### src/rtl/ysyx_22050078_pipe_hazard_ctrl.sv
// Stall/flush controller for the 5-stage pipeline: load-use bubbles, EX redirects,
// LSU memory-wait freeze with timeout, and saturating stall/flush perf counters.
module ysyx_22050078_pipe_hazard_ctrl #(
  parameter int REG_AW      = 5,
  parameter int CNT_W       = 32,
  parameter int MEM_TIMEOUT = 255
) (
  input  logic              i_clk,
  input  logic              i_rst_n,
  input  logic [REG_AW-1:0] i_id_rs1_addr,
  input  logic              i_id_rs1_ren,
  input  logic [REG_AW-1:0] i_id_rs2_addr,
  input  logic              i_id_rs2_ren,
  input  logic [REG_AW-1:0] i_ex_rd_addr,
  input  logic              i_ex_rdwen,
  input  logic              i_ex_lden,
  input  logic              i_ex_redirect,
  input  logic              i_ls_lden,
  input  logic              i_ls_sten,
  input  logic              i_mem_ready,
  output logic              o_pc_wen,
  output logic              o_ifid_wen,
  output logic              o_ifid_flush,
  output logic              o_idex_wen,
  output logic              o_idex_flush,
  output logic              o_exls_wen,
  output logic              o_lswb_flush,
  output logic              o_mem_err,
  output logic [CNT_W-1:0]  o_stall_cnt,
  output logic [CNT_W-1:0]  o_flush_cnt
);

  typedef enum logic [1:0] {
    RUN     = 2'd0,
    MEMWAIT = 2'd1,
    ERR     = 2'd2
  } state_e;

  localparam logic [15:0] TMO_MAX = 16'(MEM_TIMEOUT);

  state_e           state_q, state_d;
  logic [15:0]      tmo_q, tmo_d;
  logic [CNT_W-1:0] stall_cnt_q, stall_cnt_d;
  logic [CNT_W-1:0] flush_cnt_q, flush_cnt_d;

  logic in_err;
  logic memop;
  logic memstall;
  logic ld_use;
  logic redirect_act;
  logic ld_use_act;
  logic stall_cycle;

  function automatic logic [CNT_W-1:0] sat_inc(input logic [CNT_W-1:0] v);
    logic [CNT_W-1:0] one;
    one = {{(CNT_W-1){1'b0}}, 1'b1};
    return (&v) ? v : v + one;
  endfunction

  // Hazard classification; lower-priority conditions are masked by higher ones.
  always_comb begin
    in_err   = (state_q == ERR);
    memop    = i_ls_lden | i_ls_sten;
    memstall = memop & ~i_mem_ready & ~in_err;
    ld_use   = i_ex_lden & i_ex_rdwen & (i_ex_rd_addr != '0) &
               ((i_id_rs1_ren & (i_id_rs1_addr == i_ex_rd_addr)) |
                (i_id_rs2_ren & (i_id_rs2_addr == i_ex_rd_addr)));
    redirect_act = ~in_err & ~memstall & i_ex_redirect;
    ld_use_act   = ~in_err & ~memstall & ~i_ex_redirect & ld_use;
    stall_cycle  = in_err | memstall | ld_use_act;
  end

  always_comb begin
    o_pc_wen     = 1'b0;
    o_ifid_wen   = 1'b0;
    o_ifid_flush = 1'b0;
    o_idex_wen   = 1'b0;
    o_idex_flush = 1'b0;
    o_exls_wen   = 1'b0;
    o_lswb_flush = 1'b0;
    if (i_rst_n) begin
      if (in_err || memstall) begin
        // Freeze everything upstream; bubble LS/WB so the held LS op retires once.
        o_lswb_flush = 1'b1;
      end else if (redirect_act) begin
        o_pc_wen     = 1'b1;
        o_ifid_wen   = 1'b1;
        o_ifid_flush = 1'b1;
        o_idex_wen   = 1'b1;
        o_idex_flush = 1'b1;
        o_exls_wen   = 1'b1;
      end else if (ld_use_act) begin
        o_idex_wen   = 1'b1;
        o_idex_flush = 1'b1;
        o_exls_wen   = 1'b1;
      end else begin
        o_pc_wen     = 1'b1;
        o_ifid_wen   = 1'b1;
        o_idex_wen   = 1'b1;
        o_exls_wen   = 1'b1;
      end
    end
  end

  always_comb begin
    state_d     = state_q;
    tmo_d       = tmo_q;
    stall_cnt_d = stall_cycle  ? sat_inc(stall_cnt_q) : stall_cnt_q;
    flush_cnt_d = redirect_act ? sat_inc(flush_cnt_q) : flush_cnt_q;
    case (state_q)
      RUN: begin
        if (memstall) begin
          state_d = MEMWAIT;
          tmo_d   = 16'd1;
        end
      end
      MEMWAIT: begin
        if (i_mem_ready) begin
          state_d = RUN;
          tmo_d   = '0;
        end else if (tmo_q >= TMO_MAX) begin
          state_d = ERR;
        end else begin
          tmo_d = tmo_q + 16'd1;
        end
      end
      ERR:     state_d = ERR;
      default: state_d = RUN;
    endcase
  end

  always_ff @(posedge i_clk) begin
    if (!i_rst_n) begin
      state_q     <= RUN;
      tmo_q       <= '0;
      stall_cnt_q <= '0;
      flush_cnt_q <= '0;
    end else begin
      state_q     <= state_d;
      tmo_q       <= tmo_d;
      stall_cnt_q <= stall_cnt_d;
      flush_cnt_q <= flush_cnt_d;
    end
  end

  assign o_mem_err   = (state_q == ERR);
  assign o_stall_cnt = stall_cnt_q;
  assign o_flush_cnt = flush_cnt_q;

endmodule

### config.mk
export PLATFORM = sky130hd
export DESIGN_NAME = ysyx_22050078_pipe_hazard_ctrl
export DESIGN_NICKNAME = d
export VERILOG_FILES = /design/src/rtl/ysyx_22050078_pipe_hazard_ctrl.sv
export SDC_FILE = /design/constraint.sdc
export NUM_CORES = 1
export LEC_CHECK = 0
export CAP_MARGIN = 20
export CORE_UTILIZATION = 35
export CTS_CLUSTER_DIAMETER = 60
export DETAILED_ROUTE_END_ITERATION = 12
export GPL_ROUTABILITY_DRIVEN = 0
export HOLD_SLACK_MARGIN = 0.03
export PLACE_DENSITY = 0.74
export SYNTH_ARGS = -nofsm -noshare
export SYNTH_HDL_FRONTEND = slang
export SYNTH_SLANG_ARGS = --single-unit
### constraint.sdc
create_clock -name i_clk -period 2.3 [get_ports i_clk]
set_input_delay 0.46 -clock i_clk [delete_from_list [all_inputs] [get_ports i_clk]]
set_output_delay 0.46 -clock i_clk [all_outputs]
set_load 0.005 [all_outputs]
Word level (Yosys, flattened, before mapping). Index checks and enable logic that the tools add are counted.

Flip-flop bits (word level): 82.

Add/subtract/negate cells: 3. Order comparisons: 1. Eq/ne operators: 7. Mux-type cells: 23. Bitwise gates (word level): 21. Reductions and logical operators: 10.

Operators with widths (number): $add 32x1->32 const B (2); $reduce_and 32->1 (2); $mux 16 (3); $pmux 16 s2 (1); $add 16x1->16 const B (1); $ge 16x8->1 const B (1); $mux 1 (15); $and 1x1->1 (11); $eq 5x5->1 (2); $mux 2 (3); $ne 3x3->1 const B (2); $not 1->1 (6); $pmux 2 s3 (1); $reduce_and 2->1 (3); $reduce_bool 5->1 (1); $or 1x1->1 (4); $reduce_and 3->1 (1); $eq 2x1->1 const B (1); $eq 2x2->1 const B (1); $logic_not 2->1 (1); $ne 2x2->1 const B (1); $reduce_bool 2->1 (1); $logic_or 1x1->1 (1).

Longest topological paths before layout. Gate-level depths: netlist of run 1.

Word-level depth: 11. Depth in mapped cells: 11. Depth with buffers taken out: 8.

Least setup slack after synthesis of run 1. Ideal clock, no wire load.

Path kind: reg2reg. Start point: register stall_cnt_q[0] (netlist: o_stall_cnt[0]). End point: register stall_cnt_q[8] (netlist: o_stall_cnt[8]). Library setup time: 135 ps. Data arrival time: 2150 ps. Required time: 2165 ps. Path slack: 15 ps. Stages on the path, launching flop included: 12. Period minus slack after synthesis: 2285 ps. Path through: dfxtp_1 > ha_1 > and2_1 > and4_1 > clkbuf_1 > nand2_2 > nor3_4 > or2_1 > buf_4 > buf_2 > o311ai_0 > o41ai_1.

Word-level cells in the longest chain between the ends: 3. Elaborated cells between the ends (all ways): 4. Those cells by class: add/sub (1); bitwise (1); reduce/logical (2).

RTL lines: start, declared (line 43) `logic [CNT_W-1:0] stall_cnt_q, stall_cnt_d;`; start signal, assigned (line 141) `stall_cnt_q <= stall_cnt_d;`; parallel branches: the longest is 3 deep, another holds $add 32x1->32.

Parallel ways; which one is timed is not known. A chain may end at the register's enable or synchronous reset.

Worst setup path after layout of run 1.
Start point: input port i_ex_lden. End point: output port o_idex_flush.

Word-level cells in the longest chain between the ends: 8.

RTL lines: start, declared (line 16) `input logic i_ex_lden,`; $and 1x1->1 (3 in series) (line 65) `ld_use = i_ex_lden & i_ex_rdwen & (i_ex_rd_addr != '0) &`; $and 1x1->1 (line 69) `ld_use_act = ~in_err & ~memstall & ~i_ex_redirect & ld_use;`; $mux 1 (line 92) `end else if (ld_use_act) begin`; $mux 1 (line 85) `end else if (redirect_act) begin`; $mux 1 (line 82) `if (in_err || memstall) begin`; $mux 1 (line 81) `if (i_rst_n) begin`; end, declared (line 25) `output logic o_idex_flush,`.

Every way passes these cells.

==> flow_summary.ini, run 1 <==
[run_status]
status = completed

[clocking]
clock_latency_ns = 0.34
cts_sinks = 82
cts_root_buf = clkbuf_16
clkTransAtPathRegs_ns = 0.06
htreeDepth = 3
holdBufCountCts = 0
clockBufferDepth = 2
cts_inserted_buffers = 9
tritoncts = done

[floorplanning]
core_sq_mm = 0.01098
die-width_um = 108.9
initial_utilization_pct = 36.44
die_y_um = 108.9
dieArea_sq_mm = 0.01187
io_pins = 97
rows = 38

[detailed_routing]
drtPass1Iterations = 5
drt_iter0_drc = 169
vias_per_cell = 5.173
routed_wl_um = 10710
ant_nets = 0
post_drt_wl_per_cell_um = 13.91
num_vias = 3983
post-route-drc-count = 0

[placement]
pre_cts_slack_ns = -0.5814
port_buffers = 96
dpl_cell_area_sq_mm = 0.005461
place_hpwl_um = 7531

[logic_synthesis]
avgSynthCellArea_sq_um = 8.480
synth-xor-area-share_pct = 11.16
synth-seq-area-share_pct = 41.01
synth_cell_types = 50
ys_ff_latch = 82
synthAdderAreaFrac_pct = 0.9378
synth_nets = 500
yosys_warnings = 0
syn_inst = 472
netlist_area_sq_mm = 0.004003
synth.mux.area_fraction_pct = 1.500
synth_top_family_by_area = simple AND/OR/NAND/NOR gates
synth-simple-area-share_pct = 33.39
synth_compound_area_share_pct = 9.472

[power_and_ir_drop]
power_density_mw_per_mm2 = 559.2
p_leak_nw = 2.277
vdd_ir_drop_max_v = 0.0004289
finalPower_w = 0.003341

[timing]
fin_crit_sh_pct = 97.05
worst_pin_slew_ns = 0.4759
maxSlewViolCount = 0
setup_violations = 0
slew_headroom_pct = 68.27
setup_ws_ns = 0.06777
fin_skew_ns = 0.009836
period_minus_slack_ns = 2.232
timing.fmax_mhz = 448.0
hold_viol = 0

[worst_setup_path]
critical-path-top-delay-family = buffers and inverters
cp-end-kind = primary output
path_max_fanout = 2
crit_path_max_incr_delay_ns = 0.46
start_kind = primary input
crit_type = in2out
crit_slowest_cell = clkdlybuf4s50_1
critical_path_required_ns = 1.84
worst-path-buf-inv = 2
crit_chain = clkdlybuf4s50_1 -> nand2_1 -> a211oi_2 -> and3_4 -> nor2_1 -> nor2_1 -> buf_2
worst_ep_arrival_time_ns = 1.77
cp_common_cell = nor2_1

[cells_and_area]
layout-drive-gt1-share_pct = 17.78
nFillCells = 1012
diodes = 0
postLayoutCoreUtil_pct = 54.40
fin_area_sq_mm = 0.005974
area_growth_pct = 49.27
fin_nets = 653

[flow_run]
drv_cap = 0

[grt]
grt_pass1_vias = 3869
grt_max_degree = 44
globalRouteOverflowTotal = 0
antenna_found_initial = 0
grtUsageTotal_pct = 18.42
grt_pass1_wl_um = 17260

[min_path]
hold_path_class = reg2reg
## repair_timing
action	in CTS	in global routing
gates resized for setup	32	25
setup endpoints to repair	24	41
pin swaps	9	16
gates cloned	0	1
buffers inserted	7	2
## final cells by class
type | count | area, sq um | share of cell area, %
Sequential cell | 82 | 1644 | 27.52
Multi-Input combinational cell | 368 | 2360 | 39.50
Clock buffer | 11 | 252.7 | 4.230
Clock inverter | 5 | 86.33 | 1.445
Timing Repair Buffer | 159 | 1438 | 24.06
Tap cell | 140 | 175.2 | 2.932
Inverter | 5 | 18.77 | 0.3141
## per-stage QoR
stage | TNS [ns] | cells | hold WS [ns]
after floorplan | 0 | 472 | 0.4302
after global placement | -13.81 | 744 | 0.4456
after detailed placement | -16.39 | 744 | 0.4469
after CTS | 0 | 767 | 0.4672
after global routing | -0.007504 | 770 | 0.4825
final | 0 | 770 | 0.4646
## cells in the final DEF (no fill, tap or decap), types with 16 or more instances in the layout
| master | n |
|---|---|
| clkdlybuf4s50_1 | 72 |
| buf_4 | 61 |
| a21oi_1 | 22 |
| nand3_1 | 32 |
| and2_1 | 16 |
| o21ai_0 | 17 |
| nand2_1 | 37 |
| nand4_1 | 20 |
| xor2_1 | 24 |
| xnor2_1 | 27 |
| nor2_1 | 57 |
| dfxtp_1 | 80 |
## path summary, 6_finish.rpt
check / from / to / slack [ns] / depth (start not counted)
worst max-delay path: i_ex_lden / o_idex_flush / 0.07 / 7
worst min-delay path: tmo_q[13] / tmo_q[13] / 0.46 / 1
worst max register to register: o_stall_cnt[0] / o_stall_cnt[30] / 0.17 / 8
worst min register to register: tmo_q[13] / tmo_q[13] / 0.46 / 1
## cells by family after synthesis
group                    after synthesis
AO/OA/AOI/OAI                         60
XOR/XNOR                              51
adder cells (fa/ha/maj)                3
buffers and inverters                 23
flip-flops                            82
multiplexers                           6
AND/OR/NAND/NOR                      247
## registers in the layout, summed over array words and instances (netlist names)
name,cells
state_q,2
o_stall_cnt,32
tmo_q,16
o_flush_cnt,32
## cell usage after synthesis (all sizes together)
library cell   n  area, sq um
o21ba          1        10.01
or3b           1        8.760
o2111ai        1        8.760
or3           15        93.84
a41oi          1        27.53
inv            5        18.77
a21oi         23        115.1
ha             3        37.54
a211oi         1        7.510
nor4           8        56.30
and2          16        100.1
o21a           2        15.01
o22ai          1        6.260
o31a           2        17.52
a21boi         2        15.01
nand4         20        125.1
dfxtp         82         1642
or4            4        33.78
o21bai         1        7.510
buf            7        41.28
nor3           9        56.31
and3          14        87.58
nor2          58        217.7
or2            2        12.52
and4          12        107.6
mux2i          6        60.06
nor4b          1        8.760
o31ai          2        15.01
nand2b         9        56.30
o41ai          3        26.28
xor2          24        210.2
o311ai         2        17.52
xnor2         27        236.5
clkbuf        11        41.29
nand2         39        151.4
nand3         33        177.7
o21ai         18        90.08
nor3b          3        22.52
nand3b         1        7.510
nor2b          2        12.51
## layer usage
metal  vias to the layer above  routed length (um)  track usage (%)
met1                      1868                4568            20.90
met4                         0                 178            6.853
li1                       1979                   -                -
met2                       122                5206            31.76
met5                         -                   0                0
met3                        14                 759            6.276
## where the power goes
part           total [W]  internal, W  switching [W]  leakage, nW
Sequential       0.00144      0.00143     0.00000970        0.662
Clock            0.00161      0.00102       0.000593        0.166
Combinational   0.000290     0.000149       0.000141         1.45
Total            0.00334      0.00260       0.000743         2.28
Power figures use the tool's default switching activity.
==> inputs of run 2 (changes only) <==
- RECOVER_POWER: default -> 50
==> flow_summary.ini, run 2 (synthesis gave the netlist of run 1 again) <==
[detailed_routing]
post_drt_wl_per_cell_um = 13.89
ant_nets = 0
num_vias = 3947
drt_iter0_drc = 164
vias_per_cell = 5.126
post-route-drc-count = 0
routed_wl_um = 10700
drtPass1Iterations = 4

[power_and_ir_drop]
p_leak_nw = 2.454
finalPower_w = 0.003330
vdd_ir_drop_max_v = 0.0004289
power_density_mw_per_mm2 = 558.8

[min_path]
hold_path_class = reg2reg
min_from = tmo_q[12]
min_path_cells = 1

[run_status]
status = completed

[floorplanning]
rows = 38
initial_utilization_pct = 36.44
core_sq_mm = 0.01098
die-width_um = 108.9
die_y_um = 108.9
dieArea_sq_mm = 0.01187
io_pins = 97

[timing]
hold_viol = 0
hold-worst-slack_ns = 0.4677
fin_crit_sh_pct = 97.05
slew_headroom_pct = 67.49
period_minus_slack_ns = 2.232
worst_pin_slew_ns = 0.4877
maxSlewViolCount = 0
timing.fmax_mhz = 448.0
setup_violations = 0
fin_skew_ns = 0.009922

[clocking]
cts_root_buf = clkbuf_16
htreeDepth = 3
tritoncts = done
cts_inserted_buffers = 9
clock_latency_ns = 0.34
clockBufferDepth = 2
clkTransAtPathRegs_ns = 0.06
cts_sinks = 82

[worst_setup_path]
crit_type = in2out
start_kind = primary input
rr_worst_depth = 8
worst_ep_arrival_time_ns = 1.77
cp_common_cell = buf_4
crit_slowest_cell = clkdlybuf4s50_1
r2r-end = o_stall_cnt[30]
crit_chain = dlygate4sd2_1 -> o21ba_4 -> nor3_2 -> buf_4 -> buf_4 -> clkdlybuf4s50_1
rrSetupSlack_ns = 0.17
crit_path_max_incr_delay_ns = 0.49
critical_path_required_ns = 1.84
worstSetupEndpoint = o_idex_wen
path_max_fanout = 3
reg2reg_from = o_stall_cnt[0]
startpoint = i_ls_sten
cp-end-kind = primary output

[cells_and_area]
postLayoutCoreUtil_pct = 54.26
layout_common_cells = dfxtp_1 (80), nor2_1 (57), buf_4 (57)
fin_nets = 653
diodes = 0
area_growth_pct = 48.89
nFillCells = 1014
final_common_cell = dfxtp_1
fin_area_sq_mm = 0.005959
layout-drive-gt1-share_pct = 16.98
final_cells = 770

[flow_run]
drv_cap = 0

[placement]
place_inst = 744
dpl_cell_area_sq_mm = 0.005461
place_hpwl_um = 7531
port_buffers = 96

[grt]
antenna_found_initial = 0
grtUsageTotal_pct = 18.42
grt_max_degree = 44
grt_pass1_vias = 3869
grt_pass1_wl_um = 17260
globalRouteOverflowTotal = 0
[run 2: cell count changes in the layout (fill, tap and decap cells not counted)]
cell             delta
a21boi_0            +1
a21boi_1            -1
and2_0              +4
and2_1              -4
buf_4               -4
clkbuf_1            +4
clkdlybuf4s50_1    -56
dlygate4sd3_1      +56
inv_1               +1
inv_2               -1
[run 2: report_power, final]
part	internal [W]	leakage [nW]	switching (W)
clock	0.00102	0.166	0.000587
sequential	0.00143	0.662	0.00000953
combinational	0.000144	1.63	0.000140
total	0.00259	2.45	0.000737
[run 2: worst min path at each step]
stage                 to  slack, ns
2_1_floorplan  tmo_q[12]       0.43
3_3_place_gp   tmo_q[12]       0.45
3_5_place_dp   tmo_q[13]       0.45
4_1_cts        tmo_q[13]       0.47
5_1_grt        tmo_q[12]       0.49
6_report       tmo_q[12]       0.47
[run 2: repair_timing]
action | 4_1_cts | 5_1_grt
gates resized for setup | 32 | 25
setup buffers | 7 | 2
gates cloned | 0 | 1
setup endpoints to repair | 24 | 41
hold buffers | 0 | 0
pin swaps | 9 | 16
[run 2: layout make-up]
cell class / count / area [sq um] / share of cell area, %
Clock inverter: 5 / 86.33 / 1.449
Inverter: 5 / 18.77 / 0.3149
Timing Repair Buffer: 159 / 1423 / 23.87
Multi-Input combinational cell: 368 / 2360 / 39.60
Tap cell: 140 / 175.2 / 2.939
Clock buffer: 11 / 252.7 / 4.241
Sequential cell: 82 / 1644 / 27.59
[run 2: routing by layer]
layer,global-route usage (%),wire length (um)
met1,20.90,4635
met2,31.76,5186
met3,6.276,743
met4,6.853,132
met5,0,0
[run 2: metrics by stage]
| step | setup WS [ns] | TNS [ns] |
|---|---|---|
| 4_1_cts | 0.02648 | 0 |
| 3_3_place_gp | -0.4606 | -13.81 |
| 2_1_floorplan | 0.01528 | 0 |
| 6_report | 0.06793 | 0 |
| 5_1_grt | -0.007505 | -0.007505 |
| 3_5_place_dp | -0.5814 | -16.39 |
[run 2: worst max-delay path, delay by kind of cell]
family                 cells  cell delay (ns)
buffers and inverters      4             0.99
AOI/OAI and AO/OA          1             0.23
and+or+nand+nor            1             0.10
